### config.mk
export PLATFORM = sky130hd
export DESIGN_NAME = data_interpolation
export DESIGN_NICKNAME = d
export VERILOG_FILES = /design/src/rtl/data_interpolation_pkg.sv /design/src/rtl/interp_sample_slot.sv /design/src/rtl/data_interpolation.sv
export SDC_FILE = /design/constraint.sdc
export NUM_CORES = 1
export LEC_CHECK = 0
export ABC_CLOCK_PERIOD_IN_PS = 2980
export BUFFER_PORTS_ARGS = -buffer_cell sky130_fd_sc_hd__clkbuf_2
export CORE_MARGIN = 1.5
export CORE_UTILIZATION = 30
export CTS_CLUSTER_SIZE = 25
export DETAILED_ROUTE_END_ITERATION = 10
export PLACE_DENSITY = 0.56
export SLEW_MARGIN = 20
export SYNTH_ARGS = -nofsm -noshare
export SYNTH_HDL_FRONTEND = slang
export SYNTH_SLANG_ARGS = --single-unit
export TNS_END_PERCENT = 20
### constraint.sdc
create_clock -name clk -period 2.98 [get_ports clk]
set_clock_uncertainty 0.05 [all_clocks]
set_input_delay 0.596 -clock clk [delete_from_list [all_inputs] [get_ports clk]]
set_output_delay 0.596 -clock clk [all_outputs]
set_load 0.01 [all_outputs]
### src/rtl/data_interpolation_pkg.sv
// rtl/data_interpolation_pkg.sv - shared state and mode definitions for the upsampler
package data_interpolation_pkg;

    typedef enum logic {
        ST_IDLE = 1'b0,
        ST_EMIT = 1'b1
    } state_t;

    localparam logic MODE_HOLD   = 1'b0;
    localparam logic MODE_ZSTUFF = 1'b1;

endpackage

### src/rtl/interp_sample_slot.sv
// rtl/interp_sample_slot.sv - active/pending sample+control buffer with registered ready
module interp_sample_slot #(
    parameter int DATA_WIDTH = 12,
    parameter int REG_WIDTH  = 32
) (
    input  logic                  clk,
    input  logic                  rst_n,
    input  logic [DATA_WIDTH-1:0] data,
    input  logic [REG_WIDTH-1:0]  factor,
    input  logic                  mode,
    input  logic                  load_active,
    input  logic                  promote,
    input  logic                  load_pending,
    output logic [DATA_WIDTH-1:0] act_data,
    output logic [REG_WIDTH-1:0]  act_factor,
    output logic                  act_mode,
    output logic                  pending_full,
    output logic                  ready
);

    logic [DATA_WIDTH-1:0] pend_data;
    logic [REG_WIDTH-1:0]  pend_factor;
    logic                  pend_mode;
    logic                  pending_next;

    always_comb begin
        pending_next = pending_full;
        if (load_pending) begin
            pending_next = 1'b1;
        end else if (promote) begin
            pending_next = 1'b0;
        end
    end

    // ready tracks the next pending occupancy so a promote frees the slot on the following cycle
    always_ff @(posedge clk) begin
        if (!rst_n) begin
            act_data     <= '0;
            act_factor   <= '0;
            act_mode     <= 1'b0;
            pend_data    <= '0;
            pend_factor  <= '0;
            pend_mode    <= 1'b0;
            pending_full <= 1'b0;
            ready        <= 1'b0;
        end else begin
            pending_full <= pending_next;
            ready        <= !pending_next;
            if (load_active) begin
                act_data   <= data;
                act_factor <= factor;
                act_mode   <= mode;
            end else if (promote) begin
                act_data   <= pend_data;
                act_factor <= pend_factor;
                act_mode   <= pend_mode;
            end
            if (load_pending) begin
                pend_data   <= data;
                pend_factor <= factor;
                pend_mode   <= mode;
            end
        end
    end

endmodule

### src/rtl/data_interpolation.sv
// rtl/data_interpolation.sv - upsampler emitting interp_reg+1 hold or zero-stuffed beats per sample
module data_interpolation
    import data_interpolation_pkg::*;
#(
    parameter int DATA_IN_WIDTH  = 12,
    parameter int DATA_OUT_WIDTH = 12,
    parameter int DATA_REG_WIDTH = 32
) (
    input  logic                      clk,
    input  logic                      rst_n,
    input  logic [DATA_REG_WIDTH-1:0] interp_reg,
    input  logic                      mode_reg,
    input  logic [DATA_IN_WIDTH-1:0]  in_data,
    input  logic                      in_data_valid,
    output logic                      in_data_ready,
    output logic [DATA_OUT_WIDTH-1:0] out_data,
    output logic                      out_data_valid,
    input  logic                      out_data_ready,
    output logic                      busy
);

    state_t                      state, state_next;
    logic [DATA_REG_WIDTH-1:0]   cnt, cnt_next;
    logic [DATA_IN_WIDTH-1:0]    act_data;
    logic [DATA_REG_WIDTH-1:0]   act_factor;
    logic                        act_mode;
    logic                        pending_full;
    logic                        load_active, promote, load_pending;
    logic                        accept, beat_done, last_beat;

    assign accept    = in_data_valid & in_data_ready;
    assign beat_done = (state == ST_EMIT) & out_data_ready;
    assign last_beat = (cnt == act_factor);

    interp_sample_slot #(
        .DATA_WIDTH (DATA_IN_WIDTH),
        .REG_WIDTH  (DATA_REG_WIDTH)
    ) u_slot (
        .clk          (clk),
        .rst_n        (rst_n),
        .data         (in_data),
        .factor       (interp_reg),
        .mode         (mode_reg),
        .load_active  (load_active),
        .promote      (promote),
        .load_pending (load_pending),
        .act_data     (act_data),
        .act_factor   (act_factor),
        .act_mode     (act_mode),
        .pending_full (pending_full),
        .ready        (in_data_ready)
    );

    always_comb begin
        state_next   = state;
        cnt_next     = cnt;
        load_active  = 1'b0;
        promote      = 1'b0;
        load_pending = 1'b0;
        case (state)
            ST_IDLE: begin
                if (accept) begin
                    load_active = 1'b1;
                    cnt_next    = '0;
                    state_next  = ST_EMIT;
                end
            end
            ST_EMIT: begin
                if (beat_done && last_beat) begin
                    // pending wins over a same-cycle input; ready is low whenever pending is full
                    cnt_next = '0;
                    if (pending_full) begin
                        promote = 1'b1;
                    end else if (accept) begin
                        load_active = 1'b1;
                    end else begin
                        state_next = ST_IDLE;
                    end
                end else begin
                    if (beat_done) begin
                        cnt_next = cnt + DATA_REG_WIDTH'(1);
                    end
                    load_pending = accept;
                end
            end
            default: state_next = ST_IDLE;
        endcase
    end

    always_ff @(posedge clk) begin
        if (!rst_n) begin
            state <= ST_IDLE;
            cnt   <= '0;
        end else begin
            state <= state_next;
            cnt   <= cnt_next;
        end
    end

    assign out_data_valid = (state == ST_EMIT);
    assign out_data = (out_data_valid && (cnt == '0 || act_mode == MODE_HOLD)) ?
                      DATA_OUT_WIDTH'(act_data) : '0;
    assign busy = out_data_valid | pending_full;

endmodule

Word-level counts from Yosys, hierarchy flattened. Index checks and enable logic that the tools add are counted.

$add $sub $neg: 1. Multiply operators: 0. Divide/modulo/power cells: 0. Magnitude comparators: 0. Equality and inequality tests: 3. Shift operators: 0. Mux-type cells: 25. Bitwise logic cells: 5. Reduce and logical (&&, ||, !) cells: 7.

Operators by type and width (number): two-way mux 32 bit (5); one-hot mux 32 bit (2 select lines) (1); two-way mux 12 bit (3); adder 32 x 1 -> 32 bit, second input constant (1); equality test 32 bit (1); zero test 32 bit (1); two-way mux 1 bit (14); one-hot mux 1 bit (2 select lines) (2); != test 3 x 1 -> 1 bit, second input constant (1); bitwise AND 1 bit (2); logical AND 1 bit (2); != test 2 bit, second input constant (1); inverter 1 bit (2); AND reduction 2 bit (1); nonzero test 2 bit (1); zero test 1 bit (1); logical OR 1 bit (1); OR 1 bit (1).

Register bits after elaboration: 125. Bits in latches: 0. Bits in writable memories: 0. Bits in read-only memories: 0. Input bits: 49. Output and inout bits: 15. Word-level logic and storage cells: 51. Memories: 0.

Depth between registers and ports, before layout.
Word-level depth: 7. Gate-level depth with buffers: 10. Depth with buffers taken out: 7.

Cells and area by module. From an unflattened synthesis, not the netlist that was laid out.

Cell total of the unflattened synthesis: 640. Area total of the unflattened synthesis: 6560.0 sq um.

By module, submodules not included: interp_sample_slot (times used 1, cells each 349, area an instance 4216.5 sq um, seq. area each 1841.8 sq um); data_interpolation (times used 1, cells each 291, area an instance 2343.5 sq um, seq. area each 660.6 sq um).

Worst setup path before layout. OpenSTA, ideal clock, no wires.

Path kind: flip-flop to output port. From: register cnt[0]. To: output port out_data[10]. Arrival: 1.492 ns. Required time: 2.334 ns. Setup slack: 0.842 ns. Cell stages (with the launch flop): 8. Buffers on the path: 1. Cell sequence: dfxtp_1 inv_1 ha_1 nor4b_1 nand4_1 o21ai_0 clkbuf_1 and3_1.

Longest elaborated chain between the ends: 4.

Ends and longest elaborated chain: from (decl) (line data_interpolation.sv:23) `logic [DATA_REG_WIDTH-1:0] cnt, cnt_next;`; from (signal assigned) (line data_interpolation.sv:96) `cnt <= cnt_next;`; zero test 32 bit (line data_interpolation.sv:101) `assign out_data = (out_data_valid && (cnt == '0 || act_mode == MODE_HOLD)) ?`; logical OR 1 bit (line data_interpolation.sv:101); logical AND 1 bit (line data_interpolation.sv:101); two-way mux 12 bit (line data_interpolation.sv:101); to (decl) (line data_interpolation.sv:16) `output logic [DATA_OUT_WIDTH-1:0] out_data,`.

No other way between the ends.

Worst setup path after layout.
From: register cnt[1]. To: output port out_data[9].

Same word-level chain as after synthesis.

==> flow_summary.ini <==
[layout]
n_antenna_cell = 0
synthToLayoutAreaGrowth_pct = 19.67
fill_cells = 2004
fin_nets = 830
finalNonFillerCells = 1056
fin_util_pct = 36.65
multiInputGateArea_sq_um = 3123
seq_area_sq_um = 2502
drive_gt1_share_pct = 16.18

[routing]
via_per_inst = 5.441
ant_nets = 0
wl_per_cell_um = 17.74
wl_um = 18730
drt_iter0_drc = 486
firstDrtPassIters = 5
vias = 5746
route.detailed.drc = 0

[synth]
synth_top_family_by_area = compound AO/OA/AOI/OAI gates
synth-simple-area-share_pct = 19.79
synth_cell_type_count = 43
yosysSeqAreaShare_pct = 41.98
yosysWarnings = 0
synth.area.mux_share_pct = 0
synth_nets = 790
async_flop_share_pct = 0
yosys_most_used_dff = dfxtp_1
synth_compound_area_share_pct = 25.76
synth_seq_cells = 125
synth.avg_cell_area_sq_um = 8.066
synth_edf_count = 0
synthAdderAreaFrac_pct = 0.4198
synth-xor-area-share_pct = 6.171
syn_area_sq_um = 5961
postSynthCellCount = 739

[critical_path]
crit_path_start_kind = flip-flop
critPathTopFamily = simple AND/OR/NAND/NOR gates
crit_fanout = 12
cp.arrival_ns = 2.10
worstPathCellList = inv_1 -> ha_1 -> nor4b_1 -> nand4_1 -> o21ai_0 -> buf_4 -> and3_1 -> clkbuf_2
endpoint_kind = output pin
worst_path_max_delay_cell = dfxtp_1
path_class = reg2out
path_buf_inv = 3
max_stage_delay_ns = 0.36
required_ns = 2.33

[place]
io_buffers = 63
post-dp-hpwl_um = 12350
gp_congestion = 0.8393
pre_cts_ws_ns = 0.3194
dp.cells = 1025

[timing]
final.setup.worst_slack_ns = 0.2347
tightest_slew_ns = 0.8138
setup_viol = 0
clock.fmax_ghz = 0.3643
finalCritPeriodShare_pct = 92.12
hold_violations = 0
fin_crit_ns = 2.745
finalMaxSlewViolations = 0
timing.slew.headroom_pct = 45.38
rsz0062_at_grt = false
tns_ns = 0

[power]
vdd_drop_max_uv = 454.5
pwr-share-comb_pct = 8.4
p_switching_mw = 0.9842
switching_share_pct = 23.61
power_mw = 4.169
p_leak_nw = 2.626
p_per_area_nw_per_um2 = 584.4
clockPowerShare_pct = 49.3
p_int_mw = 3.184
power_frac_seq_pct = 42.2

[run]
maxCapViolCount = 0

[floorplan]
die_w_um = 144.0
die_h_um = 144.0
start_util_pct = 30.63
num_io_pins = 64
dieArea_sq_um = 20720
core_sq_um = 19460
rows = 51

[clock_tree]
clk_pin_slew_ns = 0.05
insertion_delay_ns = 0.42
cts_setup_buffers = 0
cts_max_level = 4
clockBufferDepth = 2
cts_tree = built
cts.sinks = 125
cts_resized = 0
cts-buffers-inserted = 17
root_buffer = clkbuf_16
postCtsHoldBufs = 0

[grt]
first_global_vias = 5543
grt_overflow = 0
grt_pass1_wl_um = 30330
grtUsageTotal_pct = 19.02
grt_antenna_before_repair = 0
grt_max_degree = 78

[hold_path]
hold_path.class = in2reg

[run_status]
status = complete, no violations
-- cell usage after synthesis, types with 5 or more instances --
cell type,number,area [sq um]
a311oi_1,9,78.83
dfxtp_1,125,2502
a21oi_1,93,465.5
xor2_1,35,306.5
nor2_1,27,101.4
clkbuf_1,38,142.6
nand2_1,40,150.1
nor3_1,8,40.04
or4_1,6,45.04
xnor2_1,7,61.31
a22oi_1,36,270.3
and3_1,16,100.1
a31oi_1,25,156.4
buf_2,25,125.1
inv_1,16,60.06
nor4_1,18,112.6
nand4_1,19,118.9
o21ai_0,90,450.4
and2_1,5,31.28
nand3_1,61,305.3
-- through the flow --
stage               hold slack (ns)  instance area [sq um]
finish                       0.3694                   7133
global route                 0.3687                   7133
CTS                          0.3538                   7133
detailed placement           0.4157                   6545
global placement             0.4119                   6545
floorplan                    0.4024                   5961
-- worst register-to-register path: cells and delay by family (launching register included) --
family	cells	cell delay [ns]
and+or+nand+nor	3	1.40
buffers and inverters	1	0.31
xor gates and xnor gates	1	0.18
AOI/OAI and AO/OA	2	0.28
DFF	1	0.36
-- sequential cells by signal, summed over array words and instances (netlist names) --
register and flops:
cnt 32, out_data_valid 1, u_slot.act_data 12, u_slot.act_factor 32, u_slot.act_mode 1, u_slot.pend_data 12
u_slot.pend_factor 32, u_slot.pend_mode 1, u_slot.pending_full 1, u_slot.ready 1
-- cell usage in the layout, fill, tap and decap left out, drive strengths merged, types with 6 or more instances in the layout --
master,n
nand4,19
xnor2,7
a311oi,9
and3,17
o21ai,91
buf,25
a31oi,25
nand3,61
nor4,20
nor2,27
xor2,35
inv,16
nor3,8
a22oi,36
a21oi,93
clkbuf,88
or4,6
nand2,40
dfxtp,125
and2,6
-- cell type report --
| cell class | count | share of cell area (%) |
|---|---|---|
| multi-input cells | 531 | 43.78 |
| flip-flops and latches | 125 | 35.08 |
| repair buffers | 88 | 7.402 |
| clock buffers | 25 | 7.086 |
| well taps | 265 | 4.648 |
| clock inverters | 6 | 1.158 |
| inverters | 16 | 0.8420 |
-- power by group through the flow --
stage | sequential [mW] | clock [mW] | combinational [mW]
finish | 1.76 | 2.06 | 0.351
global route | 1.77 | 2.15 | 0.391
CTS | 1.76 | 2.09 | 0.349
detailed placement | 1.80 | 0 | 0.348
global placement | 1.80 | 0 | 0.348
floorplan | 1.78 | 0 | 0.222
-- cells by family after synthesis --
logic type / Yosys count
compound gates: 267
simple gates: 220
flops: 125
buf+inv: 83
xor+xnor: 42
fa+ha+maj: 2
-- worst paths after layout --
kind	startpoint	end	slack, ns	depth (start not counted)
min reg2reg	u_slot.pend_factor[10]	u_slot.pend_factor[10]	0.42	2
max reg2reg	cnt[11]	u_slot.pend_factor[22]	0.33	7
min	interp_reg[6]	u_slot.pend_factor[6]	0.37	3
max	cnt[1]	out_data[9]	0.23	8
-- routing by layer --
layer / wire length, um / share of wire [%] / vias up / global-route usage (%)
met5: 0 / 0 / - / 0
met4: 226 / 1.2 / 0 / 5.263
met3: 997 / 5.3 / 20 / 3.732
met2: 8609 / 46 / 167 / 29.72
met1: 8901 / 48 / 2748 / 26.53
li1: - / - / 2811 / -
Power figures use the tool's default switching activity.
